## config.mk

```make
export PLATFORM = sky130hd
export DESIGN_NAME = fm_mix_dsm
export DESIGN_NICKNAME = d
export VERILOG_FILES = /design/src/rtl/fm_mix_dsm.sv
export SDC_FILE = /design/constraint.sdc
export NUM_CORES = 1
export LEC_CHECK = 0
export CORE_AREA = 4 4 148 150
export DETAILED_ROUTE_END_ITERATION = 12
export DIE_AREA = 0 0 152 154
export GPL_TIMING_DRIVEN = 1
export MAX_ROUTING_LAYER = met4
export REMOVE_ABC_BUFFERS = 1
export SYNTH_ARGS = -nofsm -noshare
export SYNTH_HDL_FRONTEND = slang
export SYNTH_SLANG_ARGS = --single-unit
```

## constraint.sdc

```tcl
create_clock -name clk -period 15.1 [get_ports clk]
set_input_delay 3.02 -clock clk [delete_from_list [all_inputs] [get_ports clk]]
set_output_delay 3.02 -clock clk [all_outputs]
set_load 0.03 [all_outputs]
```

## src/rtl/fm_mix_dsm.sv

```systemverilog
// rtl/fm_mix_dsm.sv - four-voice volume mixer with sequential MAC and first-order delta-sigma DAC
//
// Purpose: snapshots four 12-bit voice samples once per CLK_DIV cycles, scales each by a
// 4-bit volume, sums them over four cycles with one multiplier, and exports the
// truncated 14-bit mix as PCM and as a 1-bit delta-sigma bitstream.
//
// Ports:
//   clk, rst_n                 clock, synchronous active-low reset
//   sample_raw_1..4  [11:0]    unsigned voice samples (free-running)
//   vol_we, vol_sel, vol_data  volume register write port (one write per cycle)
//   mix_out          [13:0]    registered mixed PCM, (sum of products) >> 4
//   mix_valid                  one-cycle pulse when mix_out updates
//   dsm_out                    delta-sigma bitstream, ones density = dsm_in / 16384
//
// Configuration: FM_MIX_DITHER_EN adds a 16-bit LFSR dither ahead of the modulator.

module fm_mix_dsm #(
    parameter int CLK_DIV  = 256,
    parameter int SAMPLE_W = 12,
    parameter int VOL_W    = 4
) (
    input  logic                clk,
    input  logic                rst_n,
    input  logic [SAMPLE_W-1:0] sample_raw_1,
    input  logic [SAMPLE_W-1:0] sample_raw_2,
    input  logic [SAMPLE_W-1:0] sample_raw_3,
    input  logic [SAMPLE_W-1:0] sample_raw_4,
    input  logic                vol_we,
    input  logic [1:0]          vol_sel,
    input  logic [VOL_W-1:0]    vol_data,
    output logic [13:0]         mix_out,
    output logic                mix_valid,
    output logic                dsm_out
);

    localparam int                DIV_W    = (CLK_DIV > 1) ? $clog2(CLK_DIV) : 1;
    localparam logic [DIV_W-1:0]  DIV_LAST = DIV_W'(CLK_DIV - 1);
    localparam int                PROD_W   = SAMPLE_W + VOL_W;

    typedef enum logic {
        IDLE = 1'b0,
        ACC  = 1'b1
    } state_t;

    state_t state, state_nxt;

    logic [DIV_W-1:0]    div_cnt;
    logic                tick;
    logic [VOL_W-1:0]    vol   [4];
    logic [SAMPLE_W-1:0] snap  [4];
    logic [VOL_W-1:0]    vsnap [4];
    logic [17:0]         acc;
    logic [1:0]          ch;
    logic [PROD_W-1:0]   prod;
    logic [17:0]         acc_sum;
    logic                do_load;
    logic                do_acc;
    logic                do_done;
    logic [13:0]         dsm_in;
    logic [13:0]         dsm_acc;
    logic [14:0]         dsm_sum;

    // Sample-rate divider: free-running, independent of the MAC state.
    assign tick = (div_cnt == DIV_LAST);

    always_ff @(posedge clk) begin
        if (!rst_n) begin
            div_cnt <= '0;
        end else if (tick) begin
            div_cnt <= '0;
        end else begin
            div_cnt <= div_cnt + 1'b1;
        end
    end

    // Volume registers; frames only see them through vsnap, so a write lands next frame.
    always_ff @(posedge clk) begin
        if (!rst_n) begin
            for (int i = 0; i < 4; i++) begin
                vol[i] <= '1;
            end
        end else if (vol_we) begin
            vol[vol_sel] <= vol_data;
        end
    end

    // FSM state register
    always_ff @(posedge clk) begin
        if (!rst_n) begin
            state <= IDLE;
        end else begin
            state <= state_nxt;
        end
    end

    // FSM next-state and datapath controls. A tick while in ACC is dropped.
    always_comb begin
        state_nxt = state;
        do_load   = 1'b0;
        do_acc    = 1'b0;
        do_done   = 1'b0;
        case (state)
            IDLE: begin
                if (tick) begin
                    do_load   = 1'b1;
                    state_nxt = ACC;
                end
            end
            ACC: begin
                do_acc = 1'b1;
                if (ch == 2'd3) begin
                    do_done   = 1'b1;
                    state_nxt = IDLE;
                end
            end
            default: state_nxt = IDLE;
        endcase
    end

    // One multiplier shared across the four channels.
    always_comb begin
        prod    = PROD_W'(snap[ch]) * PROD_W'(vsnap[ch]);
        acc_sum = acc + 18'(prod);
    end

    always_ff @(posedge clk) begin
        if (!rst_n) begin
            acc       <= '0;
            ch        <= '0;
            mix_out   <= '0;
            mix_valid <= 1'b0;
            for (int i = 0; i < 4; i++) begin
                snap[i]  <= '0;
                vsnap[i] <= '0;
            end
        end else begin
            mix_valid <= 1'b0;
            if (do_load) begin
                snap[0]  <= sample_raw_1;
                snap[1]  <= sample_raw_2;
                snap[2]  <= sample_raw_3;
                snap[3]  <= sample_raw_4;
                for (int i = 0; i < 4; i++) begin
                    vsnap[i] <= vol[i];
                end
                acc <= '0;
                ch  <= '0;
            end else if (do_acc) begin
                acc <= acc_sum;
                ch  <= ch + 1'b1;
            end
            if (do_done) begin
                // Full-scale sum is 245700, so the truncated >>4 never exceeds 14 bits.
                mix_out   <= acc_sum[17:4];
                mix_valid <= 1'b1;
            end
        end
    end

`ifdef FM_MIX_DITHER_EN
    logic [15:0] lfsr;
    logic [14:0] dith_sum;

    // Fibonacci LFSR, taps 16,14,13,11.
    always_ff @(posedge clk) begin
        if (!rst_n) begin
            lfsr <= 16'hACE1;
        end else begin
            lfsr <= {lfsr[14:0], lfsr[15] ^ lfsr[13] ^ lfsr[12] ^ lfsr[10]};
        end
    end

    // Zero-mean-ish dither of -1..+2 LSB, clamped to the modulator's input range.
    always_comb begin
        dith_sum = {1'b0, mix_out} + {13'b0, lfsr[1:0]};
        if (dith_sum == 15'd0) begin
            dsm_in = 14'd0;
        end else if (dith_sum > 15'd16384) begin
            dsm_in = 14'h3FFF;
        end else begin
            dsm_in = 14'(dith_sum - 15'd1);
        end
    end
`else
    assign dsm_in = mix_out;
`endif

    // First-order delta-sigma: the accumulator overflow is the output bit.
    assign dsm_sum = {1'b0, dsm_acc} + {1'b0, dsm_in};

    always_ff @(posedge clk) begin
        if (!rst_n) begin
            dsm_acc <= '0;
            dsm_out <= 1'b0;
        end else begin
            dsm_acc <= dsm_sum[13:0];
            dsm_out <= dsm_sum[14];
        end
    end

endmodule
```

==> out/metrics.yaml, run 1 <==
dr.pass1.iters: 5
totalPowerFinal_uw: 915
antenna_found_initial: 0
hold_ws_ns: 0.471
p_int_uw: 679
vias_per_cell: 4.86
htreeDepth: 4
p_clk_share_pct: 42.9
end_kind: "flip-flop"
clockRootBuffer: "clkbuf_16"
holdPathEnd: "acc[14]$_SDFFE_PP0P_"
placed_cell_area_um2: 9150
vdd_drop_max_v: 0.0000656
worstMarginPinSlew_ns: 1.15
n_antenna_cell: 0
status: "completed"
synth-main-ff-cell: "edfxtp_1"
drc: 0
powerDensity_nw_per_um2: 94.3
dp_hpwl_um: 11500
core_region_area_um2: 20700
die_y_um: 154
crit_type: "reg -> reg"
hold_depth: 2
final_common_cell: "and2_1"
cp-start-kind: "flip-flop"
grt_max_degree: 71
swShare_pct: 25.8
grt_usage_pct: 13.8
cp_max_fo: 16
ant_nets: 0
yosysSeqAreaShare_pct: 44.5
die-area_um2: 23400
cts_tree: "done"
ys_types: 67
slew_headroom_pct: 23.4
arrival_ns: 5.56
syn2layout_area_growth_pct: 19.3
setup_tns_ns: 0
clk_pin_slew_worst_paths_ns: 0.06
gp_congestion: 0.821
cts_buffers: 17
std_cell_rows: 53
first_global_vias: 5268
mostFrequentLayoutCells: "and2_1 (112), edfxtp_1 (80), clkdlybuf4s50_1 (72)"
final_cell_area_um2: 9700
synthTopCellsByArea: "edfxtp_1 (30%), dfxtp_1 (15%), and2_1 (8.6%), fa_1 (8.4%), ha_1 (6.5%)"
postCtsSetupBuffers: 0
cts_max_path_buffers: 2
synth_seq_cells: 141
synth_warnings: 0
async_flop_share_pct: 0
synth_top_area_share_pct: 29.5
power.switching_uw: 236
avgSynthCellArea_um2: 11.0
finalHoldViolCount: 0
first_iter_violations: 192
io_pins: 73
pwr-share-seq_pct: 45.9
cts_resized: 0
worstPathRequired_ns: 15.46
slew_viol_final: 0
drt-wirelength-per-cell_um: 13.8
finClkSkew_ns: 0.0154
gr-total-overflow: 0
postCtsHoldBufs: 0
combinationalPowerShare_pct: 11.3
min_path_type: "reg -> reg"
cap_violations: 0
netlist_area_um2: 8140
r2r_end: "mix_out[11]$_SDFFE_PN0P_"
fin_nets: 944
r2r_cells: 14
finalWirelength_um: 15100
fmax_mhz: 192
r2r_setup_slack_ns: 9.89
cts_sinks: 141
die_x_um: 152
period_share_pct: 34.5
clk_latency_ns: 0.43
period_minus_slack_ns: 5.21
start_util_pct: 39.3
p_leak_uw: 0.00388
drive_gt1_share_pct: 9.59
dr_total_vias: 5340
setup_violations: 0
place.port_buffers: 72
yosysTopAreaCell: "edfxtp_1"
rsz0062_at_grt: "no"
min-delay-start: "acc[14]$_SDFFE_PP0P_"
synth-edff-count: 80
grt_pass1_wl_um: 25900
syn_inst: 742
[per-stage QoR]
stage               instances  util, %  worst slack, ns
floorplan                 716        -             8.84
global placement         1067     44.2             9.84
detailed placement       1067     44.2             9.84
CTS                      1099     46.9             9.86
global route             1099     46.9             9.49
finish                   1099     46.9             9.89
[power by group through the flow]
stage	sequential (µW)	clock, µW	combinational (µW)
after floorplan	427	0	70.0
after global placement	428	0	104
after detailed placement	428	0	104
after CTS	420	402	104
after global routing	420	419	119
final	420	392	103
[worst max-delay path, stage by stage (launching register included)]
cell and delay, ns:
dfxtp_1 0.78, mux4_2 0.53, and2_1 0.21, fa_1 0.50, fa_1 0.54, inv_1 0.05, fa_1 0.49, inv_1 0.04
ha_1 0.33, o21a_1 0.16, o31ai_1 0.10, a2111oi_0 0.69, o211ai_1 0.27, or3_1 0.35, nand3_1 0.08
[synthesized netlist by cell type (2+ instances only)]
cell type    n
o31ai_1     10
o31a_1       2
a211oi_1     5
mux4_2      16
dfxtp_1     61
or2_2       14
nor2b_1      5
mux2i_1     10
xnor2_1     15
o21a_1       7
nand2b_1     6
a221o_1      3
a22oi_1      2
a2111oi_0    2
inv_1       69
nand4_1      5
a32o_1       3
and3_1      12
a22o_1       8
o22ai_1      2
fa_1        34
a21oi_1     24
a21o_1       4
edfxtp_1    80
nor3_1       6
clkbuf_1    20
buf_2        4
and2_1     112
ha_1        42
buf_1        2
nor2_1      35
nand2_1     46
xor2_1       4
o21ai_0     20
o21bai_1     2
nand3_1     11
or3_1        3
or4_1        5
o211ai_1     3
[worst max path at each step]
| stage | end | slack (ns) |
|---|---|---|
| floorplan | acc[17]$_SDFFE_PP0P_ | 8.84 |
| global placement | snap[3][1]$_SDFFCE_PN0P_ | 9.84 |
| detailed placement | snap[0][11]$_SDFFCE_PN0P_ | 9.84 |
| CTS | mix_out[11]$_SDFFE_PN0P_ | 9.86 |
| global route | mix_out[11]$_SDFFE_PN0P_ | 9.49 |
| finish | mix_out[11]$_SDFFE_PN0P_ | 9.89 |
[flip-flops by register name, indices dropped and copies added (netlist names), named ones only]
name / flops
mix_valid: 1
snap: 48
mix_out: 14
state: 1
dsm_acc: 14
vsnap: 16
vol: 16
dsm_out: 1
ch: 2
acc: 18
div_cnt: 8
[layer usage]
metal  vias up  global-route usage, %  routed length, µm
li1       2741                      -                  -
met3        15                   2.87                526
met5         -                      -                  0
met1      2491                   18.8               7600
met2        93                   20.7               6780
met4         0                   4.84                211
[cell type report]
| cell class | instances | area [µm²] |
|---|---|---|
| timing repair buffer | 76 | 751 |
| sequential | 141 | 3620 |
| tap | 275 | 344 |
| multi-input combinational | 506 | 4170 |
| fill | 1946 | 11000 |
| clock buffer | 17 | 425 |
| inverter | 69 | 259 |
| clock inverter | 15 | 130 |
[kinds of logic (layout without fill, tap and decap cells)]
logic type,count (synthesis),after routing,synth area share [%]
AOI/OAI and AO/OA,114,114,9.80
buffers and inverters,95,177,4.44
DFF,141,141,44.5
and+or+nand+nor,271,271,18.7
adders and majority gates,76,76,14.8
xor gates and xnor gates,19,19,2.05
muxes,26,26,5.66
(Power assumes the default switching activity.)
==> inputs of run 2 (changes only) <==
==> constraint.sdc (replaced) <==
create_clock -name clk -period 4.7 [get_ports clk]
set_input_delay 0.94 -clock clk [delete_from_list [all_inputs] [get_ports clk]]
set_output_delay 0.94 -clock clk [all_outputs]
set_load 0.03 [all_outputs]
==> out/metrics.yaml, run 2 (synthesis results as in run 1) <==
status: "completed"
top_regs: "snap x48, acc x18"
gr-total-overflow: 0
largest_register_ffs: 48
p_int_uw: 2320
slew_headroom_pct: 26.1
finClkSkew_ns: 0.0260
place_inst: 1109
clk_latency_ns: 0.44
swShare_pct: 25.8
min-delay-start: "div_cnt[0]$_SDFF_PP0_"
die-area_um2: 23400
cp_max_fo: 6
mostFrequentLayoutCells: "and2_1 (100), edfxtp_1 (80), clkdlybuf4s50_1 (72)"
arrival_ns: 4.96
min_path_type: "reg -> reg"
crit_chain: "buf_12, buf_16, mux4_2, buf_6, nand2_1, fa_1, fa_1, inv_1, fa_1, ha_4, and2_4, a221o_1, o2111a_2, nor4b_4, nor3_2, o31ai_1"
htreeDepth: 4
power.switching_uw: 806
grt_pass1_wl_um: 27600
cp-start-kind: "flip-flop"
max_stage_delay_ns: 0.54
cts_sinks: 141
powerDensity_nw_per_um2: 297
cts_max_path_buffers: 2
period_share_pct: 98.5
io_pins: 73
worstPathRequired_ns: 5.03
final_common_cell: "and2_1"
core_region_area_um2: 20700
drt-wirelength-per-cell_um: 14.1
cap_violations: 0
dr.pass1.iters: 4
end_kind: "flip-flop"
p_clk_share_pct: 42.3
regMostFlops: "snap"
worstMarginPinSlew_ns: 1.11
combinationalPowerShare_pct: 14.6
drc: 0
vdd_drop_max_v: 0.000217
postCtsHoldBufs: 0
clockRootBuffer: "clkbuf_16"
cp_common_cell: "fa_1"
gp_congestion: 0.852
start_util_pct: 39.3
pwr-share-seq_pct: 43.2
p_leak_uw: 0.00419
drive_gt1_share_pct: 20.9
grt_max_degree: 66
final_cell_area_um2: 10500
finalWirelength_um: 16300
fmax_mhz: 216
finalHoldViolCount: 0
antenna_found_initial: 0
syn2layout_area_growth_pct: 29.3
fin_nets: 997
rsz0062_at_grt: "yes"
grt_usage_pct: 14.8
placed_cell_area_um2: 9500
first_iter_violations: 246
crit_type: "reg -> reg"
die_y_um: 154
std_cell_rows: 53
vias_per_cell: 4.89
ant_nets: 0
finalNonFillerCells: 1152
n_antenna_cell: 0
clk_pin_slew_worst_paths_ns: 0.06
cp_slowest_cell: "fa_1"
period_minus_slack_ns: 4.63
dp_hpwl_um: 12200
totalPowerFinal_uw: 3120
place.port_buffers: 72
first_global_vias: 5658
dr_total_vias: 5629
cts_buffers: 17
slew_viol_final: 0
setup_violations: 0
die_x_um: 152
cts_tree: "done"
run 2: changes by cell type in the layout (fill, tap and decap cells not counted), moves of 7 or more:
cell,delta
buf_4,+38
and2_1,-12
and2_4,+12
ha_1,-9
ha_4,+9
buf_6,+8
a21oi_1,-7
inv_1,-7
inv_2,+7
run 2: final timing paths:
| kind | to | slack (ns) | cells past startpoint |
|---|---|---|---|
| worst min register to register | div_cnt[0]$_SDFF_PP0_ | 0.48 | 1 |
| worst max register to register | acc[14]$_SDFFE_PP0P_ | 0.07 | 16 |
| worst max-delay path | acc[14]$_SDFFE_PP0P_ | 0.07 | 16 |
| worst min-delay path | div_cnt[0]$_SDFF_PP0_ | 0.48 | 1 |
run 2: routing by layer:
metal,global-route usage (%),wire length [µm]
met1,19.1,7740
met2,23.4,7710
met3,3.18,565
met4,4.67,242
met5,-,0
run 2: power by group through the flow:
stage / clock (µW) / sequential (µW) / combinational [µW]
after floorplan: 0 / 1370 / 225
after global placement: 0 / 1370 / 382
after detailed placement: 0 / 1380 / 384
after CTS: 1360 / 1350 / 414
after global routing: 1410 / 1350 / 505
final: 1320 / 1350 / 454
run 2: worst max-delay path: cells and delay by family, from the launching register on:
family	cells	cell delay, ns
multiplexers	1	0.52
flip-flops	1	0.37
buffers and inverters	4	0.42
adder cells (fa/ha/maj)	4	1.68
AND/OR/NAND/NOR	4	0.63
AO/OA/AOI/OAI	3	0.90
run 2: cell type report:
cell class                      count  area [µm²]
Inverter                           69         259
Timing Repair Buffer              129        1260
Sequential cell                   141        3630
Fill cell                        1888       10200
Clock inverter                     14         149
Clock buffer                       18         429
Multi-Input combinational cell    506        4450
Tap cell                          275         344
run 2: timing repair:
item                                    in CTS  in global routing
endpoints found under the setup margin      14                 19
gates resized for setup                     25                 54
pin swaps                                   17                 50
buffers inserted                             6                  4
gates cloned                                 1                  0
run 2: per-stage QoR:
step                        TNS, ns  hold WS, ns  utilization [%]  setup slack, ns
after global routing         -0.259        0.500             50.9           -0.108
after CTS                 -0.000768        0.481             49.6        -0.000768
after detailed placement     -0.579        0.466             45.9           -0.105
final                             0        0.478             50.9           0.0705
after floorplan               -6.25        0.425                -           -0.474
after global placement       -0.186        0.464             45.9          -0.0646
